[config.mk]
export PLATFORM = sky130hd
export DESIGN_NAME = eu_operand_responder
export DESIGN_NICKNAME = d
export VERILOG_FILES = /design/src/rtl/eu_operand_responder_pkg.sv /design/src/rtl/eu_rsp_free_finder.sv /design/src/rtl/eu_operand_responder.sv
export SDC_FILE = /design/constraint.sdc
export NUM_CORES = 1
export LEC_CHECK = 0
export CORE_UTILIZATION = 60
export CTS_CLUSTER_DIAMETER = 30
export DETAILED_ROUTE_END_ITERATION = 12
export PLACE_DENSITY_LB_ADDON = 0.3
export SETUP_SLACK_MARGIN = 0.15
export SYNTH_ARGS = -nofsm -noshare
export SYNTH_HDL_FRONTEND = slang
export SYNTH_SLANG_ARGS = --single-unit
[constraint.sdc]
create_clock -name clk -period 6.5 [get_ports clk]
set_input_delay 1.3 -clock clk [delete_from_list [all_inputs] [get_ports clk]]
set_output_delay 1.3 -clock clk [all_outputs]
set_load 0.005 [all_outputs]
[src/rtl/eu_operand_responder_pkg.sv]
// Shared types for the EU operand responder: exec-unit address/data and result-buffer entry.
package eu_operand_responder_pkg;

    localparam int unsigned EU_IDX_W     = 4;
    localparam int unsigned UID_W        = 8;
    localparam int unsigned DATA_W       = 32;
    localparam int unsigned EU_RSP_LANES = 2;

    typedef logic [UID_W-1:0]  type_uid;
    typedef logic [DATA_W-1:0] type_exec_unit_data;

    typedef struct packed {
        logic [EU_IDX_W-1:0] eu_idx;
        type_uid             uid;
        logic                spec;
    } type_exec_unit_addr;

    typedef struct packed {
        logic               valid;
        logic               spec;
        type_uid            uid;
        type_exec_unit_data data;
    } type_eu_rsp_entry;

endpackage

[src/rtl/eu_rsp_free_finder.sv]
// Lowest-index free slot finder with a full flag over the buffer valid bits.
module eu_rsp_free_finder #(
    parameter int unsigned NUM_ENTRIES = 8,
    localparam int unsigned IDX_W      = $clog2(NUM_ENTRIES)
) (
    input  logic [NUM_ENTRIES-1:0] valid,
    output logic [IDX_W-1:0]       free_idx_c,
    output logic                   full_c
);

    // Scan from the top down so the lowest free index is the one left standing.
    always_comb begin
        free_idx_c = '0;
        full_c     = 1'b1;
        for (int i = NUM_ENTRIES - 1; i >= 0; i--) begin
            if (!valid[i]) begin
                free_idx_c = IDX_W'(i);
                full_c     = 1'b0;
            end
        end
    end

endmodule

[src/rtl/eu_operand_responder.sv]
// Producer-side result buffer answering two operand lookup lanes by uid.
// Optional same-cycle write-to-lookup forwarding is enabled by defining EU_RSP_BYPASS_EN.
module eu_operand_responder
    import eu_operand_responder_pkg::*;
#(
    parameter int unsigned EU_IDX      = 0,
    parameter int unsigned NUM_ENTRIES = 8,
    parameter int unsigned CNT_W       = $clog2(NUM_ENTRIES + 1)
) (
    input  logic               clk,
    input  logic               reset_n,
    input  logic               wr_valid_i,
    output logic               wr_ready_o,
    input  type_uid            wr_uid_i,
    input  logic               wr_spec_i,
    input  type_exec_unit_data wr_data_i,
    input  logic               req0_valid_i,
    input  type_exec_unit_addr req0_addr_i,
    input  logic               req0_consume_i,
    input  logic               req1_valid_i,
    input  type_exec_unit_addr req1_addr_i,
    input  logic               req1_consume_i,
    output type_exec_unit_data rsp0_data_o,
    output logic               rsp0_success_o,
    output type_exec_unit_data rsp1_data_o,
    output logic               rsp1_success_o,
    input  logic               flush_spec_i,
    input  logic               commit_spec_i,
    output logic [CNT_W-1:0]   occupancy_o
);

    localparam int unsigned IDX_W = $clog2(NUM_ENTRIES);

    type_eu_rsp_entry   entries_q [NUM_ENTRIES];
    type_eu_rsp_entry   entries_d [NUM_ENTRIES];
    type_exec_unit_data rsp_data_q [EU_RSP_LANES];
    type_exec_unit_data rsp_data_d [EU_RSP_LANES];
    logic               rsp_success_q [EU_RSP_LANES];
    logic               rsp_success_d [EU_RSP_LANES];
    logic [CNT_W-1:0]   occ_q, occ_d;
    logic               ready_q, ready_d;

    logic               req_valid   [EU_RSP_LANES];
    type_exec_unit_addr req_addr    [EU_RSP_LANES];
    logic               req_consume [EU_RSP_LANES];
    logic               hit         [EU_RSP_LANES];
    logic [IDX_W-1:0]   hit_idx     [EU_RSP_LANES];

    logic [NUM_ENTRIES-1:0] valid_vec;
    logic [IDX_W-1:0]       free_idx;
    logic                   full;
    logic                   wr_match;
    logic [IDX_W-1:0]       wr_match_idx;
    logic [IDX_W-1:0]       wr_idx;
    logic                   wr_store;
`ifdef EU_RSP_BYPASS_EN
    logic                   byp_consume;
`endif

    assign req_valid[0]   = req0_valid_i;
    assign req_valid[1]   = req1_valid_i;
    assign req_addr[0]    = req0_addr_i;
    assign req_addr[1]    = req1_addr_i;
    assign req_consume[0] = req0_consume_i;
    assign req_consume[1] = req1_consume_i;

    always_comb begin
        for (int i = 0; i < NUM_ENTRIES; i++) begin
            valid_vec[i] = entries_q[i].valid;
        end
    end

    eu_rsp_free_finder #(.NUM_ENTRIES(NUM_ENTRIES)) u_free_finder (
        .valid      (valid_vec),
        .free_idx_c (free_idx),
        .full_c     (full)
    );

    // Lookups and the write both see pre-update state; updates apply as consume, flush/commit, write.
    always_comb begin
        entries_d    = entries_q;
        wr_match     = 1'b0;
        wr_match_idx = '0;
        wr_idx       = '0;
        wr_store     = 1'b0;
        occ_d        = '0;
        ready_d      = 1'b1;
`ifdef EU_RSP_BYPASS_EN
        byp_consume  = 1'b0;
`endif
        for (int l = 0; l < EU_RSP_LANES; l++) begin
            hit[l]           = 1'b0;
            hit_idx[l]       = '0;
            rsp_success_d[l] = 1'b0;
            rsp_data_d[l]    = '0;
            if (req_valid[l] && req_addr[l].eu_idx == EU_IDX_W'(EU_IDX)) begin
                for (int i = 0; i < NUM_ENTRIES; i++) begin
                    if (entries_q[i].valid && entries_q[i].uid == req_addr[l].uid &&
                        entries_q[i].spec == req_addr[l].spec) begin
                        hit[l]     = 1'b1;
                        hit_idx[l] = IDX_W'(i);
                    end
                end
            end
            if (hit[l]) begin
                rsp_success_d[l] = 1'b1;
                rsp_data_d[l]    = entries_q[hit_idx[l]].data;
            end
        end

        for (int i = 0; i < NUM_ENTRIES; i++) begin
            if (entries_q[i].valid && entries_q[i].uid == wr_uid_i) begin
                wr_match     = 1'b1;
                wr_match_idx = IDX_W'(i);
            end
        end
        wr_store = wr_valid_i && (wr_match || !full) && !(flush_spec_i && wr_spec_i);
        wr_idx   = wr_match ? wr_match_idx : free_idx;

`ifdef EU_RSP_BYPASS_EN
        for (int l = 0; l < EU_RSP_LANES; l++) begin
            if (wr_store && req_valid[l] && req_addr[l].eu_idx == EU_IDX_W'(EU_IDX) &&
                req_addr[l].uid == wr_uid_i && req_addr[l].spec == wr_spec_i) begin
                rsp_success_d[l] = 1'b1;
                rsp_data_d[l]    = wr_data_i;
                if (req_consume[l]) begin
                    byp_consume = 1'b1;
                end
            end
        end
        if (byp_consume) begin
            wr_store = 1'b0;
        end
`endif

        for (int l = 0; l < EU_RSP_LANES; l++) begin
            if (hit[l] && req_consume[l]) begin
                entries_d[hit_idx[l]].valid = 1'b0;
            end
        end
        for (int i = 0; i < NUM_ENTRIES; i++) begin
            if (flush_spec_i) begin
                if (entries_d[i].spec) begin
                    entries_d[i].valid = 1'b0;
                end
            end else if (commit_spec_i) begin
                entries_d[i].spec = 1'b0;
            end
        end
        if (wr_store) begin
            entries_d[wr_idx].valid = 1'b1;
            entries_d[wr_idx].spec  = wr_spec_i && !commit_spec_i;
            entries_d[wr_idx].uid   = wr_uid_i;
            entries_d[wr_idx].data  = wr_data_i;
        end

        for (int i = 0; i < NUM_ENTRIES; i++) begin
            occ_d = occ_d + CNT_W'(entries_d[i].valid);
        end
        ready_d = (occ_d < CNT_W'(NUM_ENTRIES));
    end

    always_ff @(posedge clk or negedge reset_n) begin
        if (!reset_n) begin
            for (int i = 0; i < NUM_ENTRIES; i++) begin
                entries_q[i] <= '0;
            end
            for (int l = 0; l < EU_RSP_LANES; l++) begin
                rsp_data_q[l]    <= '0;
                rsp_success_q[l] <= 1'b0;
            end
            occ_q   <= '0;
            ready_q <= 1'b1;
        end else begin
            entries_q     <= entries_d;
            rsp_data_q    <= rsp_data_d;
            rsp_success_q <= rsp_success_d;
            occ_q         <= occ_d;
            ready_q       <= ready_d;
        end
    end

    assign rsp0_data_o    = rsp_data_q[0];
    assign rsp0_success_o = rsp_success_q[0];
    assign rsp1_data_o    = rsp_data_q[1];
    assign rsp1_success_o = rsp_success_q[1];
    assign occupancy_o    = occ_q;
    assign wr_ready_o     = ready_q;

endmodule

# Word level (Yosys, flattened, before mapping)
# Cells that the tools add are included.
[totals]
output_inout_bits = 71
register_bits = 407
wordCells = 281
in_bits = 76
[op_classes]
add_sub_neg = 7
bitwise = 3
magnitude_cmp = 7
n_reduce_logical = 57
n_eq_ne = 40
muxes = 129
[op_table]
columns = ["operator", "count"]
rows = [
  ["bitwise mux 336 bit", 6],
  ["2-to-1 mux 336 bit", 3],
  ["demux 42 bit (select 3 bit)", 6],
  ["binary-select mux 42 bit (select 3 bit)", 2],
  ["2-to-1 mux 32 bit", 7],
  ["equality test 8 bit", 24],
  ["2-to-1 mux 42 bit", 3],
  ["2-to-1 mux 3 bit", 29],
  ["2-to-1 mux 1 bit", 71],
  ["logical AND 1 bit", 51],
  ["2-to-1 mux 41 bit", 1],
  ["2-to-1 mux 40 bit", 1],
  ["adder 4 x 1 -> 4 bit", 4],
  ["equality test 1 bit", 16],
  [">= comparator 4 bit, second input constant", 3],
  ["less-than comparator 4 x 1 -> 1 bit, second input constant", 3],
  ["NOT 3 -> 4 bit", 3],
  ["zero test 4 bit", 2],
  ["adder 3 x 1 -> 4 bit", 1],
  ["less-than comparator 4 bit, second input constant", 1],
  ["adder 2 x 1 -> 3 bit", 1],
  ["zero test 1 bit", 3],
  ["adder 1 x 1 -> 2 bit", 1],
  ["logical OR 1 bit", 1],
]

# Depth between registers and ports, before layout
# Gate-level depths: netlist (run 1).
[depth]
ltp_word = 35
depth_mapped = 21
mapped_depth_nobuf = 17

# Hierarchy
# Synthesis (run 1) repeated with hierarchy kept, for this count alone.
[hier_totals]
hier_cells = 1835
hier_area_um2 = 21753.4
[modules_own_cells]
columns = ["module", "instances", "area_each_um2", "seq_area_each_um2", "cells_per_inst"]
rows = [
  ["eu_operand_responder", 1, 21678.3, 10186.0, 1822],
  ["eu_rsp_free_finder", 1, 75.1, 0.0, 13],
]

# Worst setup path after synthesis (run 1)
# OpenSTA, ideal clock, no wires.
[synth_path]
kind = "in2reg"
startpoint = "input port wr_uid_i[3]"
endpoint = "register occ_q[2], in the netlist occupancy_o[2]"
path_slack_ns = 1.099
required_time_ns = 6.377
setup_time_ns = 0.123
arrival_time_ns = 5.278
stages = 20
path_cell_list = "buf_4 xnor2_1 nand3_1 nor3_1 or2_2 nor2_1 a21oi_4 nand2b_1 buf_2 buf_6 o21ai_0 fa_1 fa_1 inv_1 fa_1 inv_1 ha_1 inv_1 fa_1 xnor2_1"
[synth_lines]
columns = ["element", "line", "source"]
rows = [
  ["from (decl)", "eu_operand_responder.sv:14", "input type_uid wr_uid_i,"],
  ["to (signal assigned)", "eu_operand_responder.sv:172", "occ_q <= '0;"],
  ["to (signal assigned)", "eu_operand_responder.sv:178", "occ_q <= occ_d;"],
  ["to (decl)", "eu_operand_responder.sv:40", "logic [CNT_W-1:0] occ_q, occ_d;"],
]

==> flow_summary.ini, run 1 <==
[routing]
dr.pass1.iters = 5
vias = 16500
drt_wl_total_mm = 64.8
wl_per_cell_um = 25.3
avgViaCountPerCell = 6.44
first_iter_violations = 1395
ant_nets = 0
drc = 0

[yosys]
syn_inst = 1903
ys_seq_area_share_pct = 48.0
synth.area.top_cells = dfrtp_1, mux2_2, xnor2_1
yosys_warnings = 0
ys_types = 63
syn-cell-area_um2 = 21200
synth-edff-count = 0
syn_avg_cell_area_um2 = 11.2
synth_ff_type = dfrtp_1
ys_ff_latch = 407
synth_top_area_share_pct = 47.8
yosysMostFrequentCell = dfrtp_1
syn_nets = 1986
async_flop_share_pct = 100
synth_common_cells = dfrtp_1, nor2_1, mux2_2
yosysTopAreaCell = dfrtp_1

[pwr]
ir_drop_mv = 0.362
p_leak_nw = 11.1
power_density_nw_per_um2 = 479

[global_route]
antenna_found_initial = 2
grt_pass1_vias = 17100
gr-usage-all-layers_pct = 36.6
grt_first_pass_wirelength_mm = 100
grt_max_degree = 177
grt_overflow = 0

[clocking]
clk_path_buf_depth = 3
ctsHoldBuffers = 0
clk_pin_slew_ns = 0.05
cts_inserted_buffers = 80
cts_tree = yes
root_buffer = clkbuf_16
cts_setup_buffers = 0
htreeDepth = 3
clk_latency_ns = 0.61
clock_sinks = 407
cts-resized-gates = 0

[floorplan]
rows = 68
ios = 147
die_y_um = 190
dieArea_um2 = 36200
dieWidth_um = 190
core-area_um2 = 34700
initial_core_util_pct = 61.2

[timing]
fin_crit_ns = 5.67
worst_slack_ns = 0.828
finalSetupViolCount = 0
grt_setup_unrepaired = no
setup_tns_ns = 0
min_period_over_period_pct = 87.3
fmax_mhz = 176
maxSlewHeadroom_pct = 27.8
maxSlewViolCount = 0
finClkSkew_ns = 0.0270
tightest_slew_ns = 1.08
finalHoldViolCount = 0

[finish]
nets = 2118
drive_gt1_share_pct = 23.5
fill_cells = 2263
area_growth_pct = 21.0

[worst_setup_path]
cp.required_ns = 6.99
crit_arrival_ns = 6.16
path_max_fanout = 8
cp-end-kind = flip-flop
worstSetupStartpoint = req0_addr_i[7]
r2r-start = entries_q[75]
r2r_cells = 17
crit_type = in2reg
critPathLaunchType = input pin

[placement]
port_buffers = 146
gp_congestion = 0.990
hpwlAfterDp_mm = 36.9
post-place-ws_ns = 0.265

[job]
max_cap_viol_count = 0

[outcome]
outcome = completed

[min_path]
hold_start = entries_q[303]
whs_path_depth = 1
hold_class = reg2reg
[layer usage]
layer	up-vias	GRT usage (%)	wire length, µm
met2	964	58.8	30700
met5	-	0	16
li1	7048	-	-
met4	2	19.5	2860
met1	8218	47.2	25700
met3	238	6.60	5410
[cells in the final DEF, fill, tap and decap left out, drive strengths merged, types with 3 or more instances in the layout]
cell and count:
dfrtp 406, mux2 320, nor2 273, xnor2 182, nor3 146, clkdlybuf4s50 145, o22ai 129, clkbuf 96
a22o 64, nand2 45, buf 45, nand4 40, xor2 27, inv 22, bufinv 16, nand3 15
clkinv 15, nor4 13, a21oi 12, clkinvlp 11, mux2i 8, o21ai 8, nand2b 6, and2 6
a21boi 5, fa 4, o21bai 4, or2 4, nor2b 4, a21o 3, ha 3, or3 3
[power breakdown]
group / switching [W] / internal (W)
Sequential: 0.00108 / 0.00347
Clock: 0.00143 / 0.00302
Combinational: 0.00145 / 0.00186
[path summary, 6_finish.rpt]
| kind | slack [ns] | to |
|---|---|---|
| min | 0.52 | entries_q[303] |
| max | 0.83 | occupancy_o[2] |
| min reg2reg | 0.52 | entries_q[303] |
| max in group asynchronous | 4.48 | entries_q[217] |
| min in group asynchronous | 0.64 | rsp0_data_o[13] |
| max reg2reg | 1.67 | occupancy_o[2] |
[kinds of logic after synthesis]
logic type | after synthesis | share of synthesized area [%]
multiplexers | 328 | 18.0
XOR/XNOR | 209 | 8.62
AND/OR/NAND/NOR | 566 | 12.3
flip-flops | 407 | 48.0
buffers and inverters | 151 | 4.66
AO/OA/AOI/OAI | 235 | 7.90
adder cells (fa/ha/maj) | 7 | 0.554
[flip-flops by register name (all words and copies together), names as in the netlist]
register and cells:
wr_ready_o 1, rsp0_success_o 1, rsp0_data_o 32, entries_q 336, rsp1_success_o 1, occupancy_o 4, rsp1_data_o 32
[cell type report]
| class | instances | area [µm²] | area share [%] |
|---|---|---|---|
| clock inverters | 53 | 785 | 3.05 |
| diodes | 1 | 2.50 | 0.00974 |
| inverters | 11 | 41.3 | 0.161 |
| flip-flops and latches | 407 | 10200 | 39.6 |
| multi-input cells | 1345 | 10100 | 39.4 |
| repair buffers | 190 | 1830 | 7.14 |
| well taps | 455 | 569 | 2.21 |
| clock buffers | 96 | 2150 | 8.38 |
[stage by stage]
stage          std cells  hold WS [ns]  power, W  instance area [µm²]  util (%)
2_1_floorplan       1903         0.482   0.00677                21200         -
3_3_place_gp        2408         0.499   0.00759                22800      65.6
3_5_place_dp        2408         0.508   0.00776                22800      65.6
4_1_cts             2557         0.522    0.0123                25700      74.0
5_1_grt             2558         0.534    0.0128                25700      74.0
6_report            2558         0.522    0.0123                25700      74.0
[worst max-delay path: stages]
cell             delay (ns)
clkdlybuf4s50_1        0.82
xnor2_1                0.18
nand4_1                0.10
nor4_1                 0.25
buf_4                  0.18
a21oi_1                0.04
o21ba_2                0.21
o21bai_2               0.32
nor4_1                 0.09
o21ai_0                0.36
fa_1                   0.49
fa_1                   0.49
inv_1                  0.05
fa_1                   0.43
inv_1                  0.06
ha_1                   0.15
inv_1                  0.06
fa_1                   0.42
xnor2_1                0.14
Note: power is estimated with default switching activity, not from simulation.
==> inputs of run 2 (changes only) <==
- ABC_CLOCK_PERIOD_IN_PS: not set -> 6500
- CAP_MARGIN: not set -> 20
==> results of run 2 <==
Final layout, timing and power as in run 1 (identical DEF).
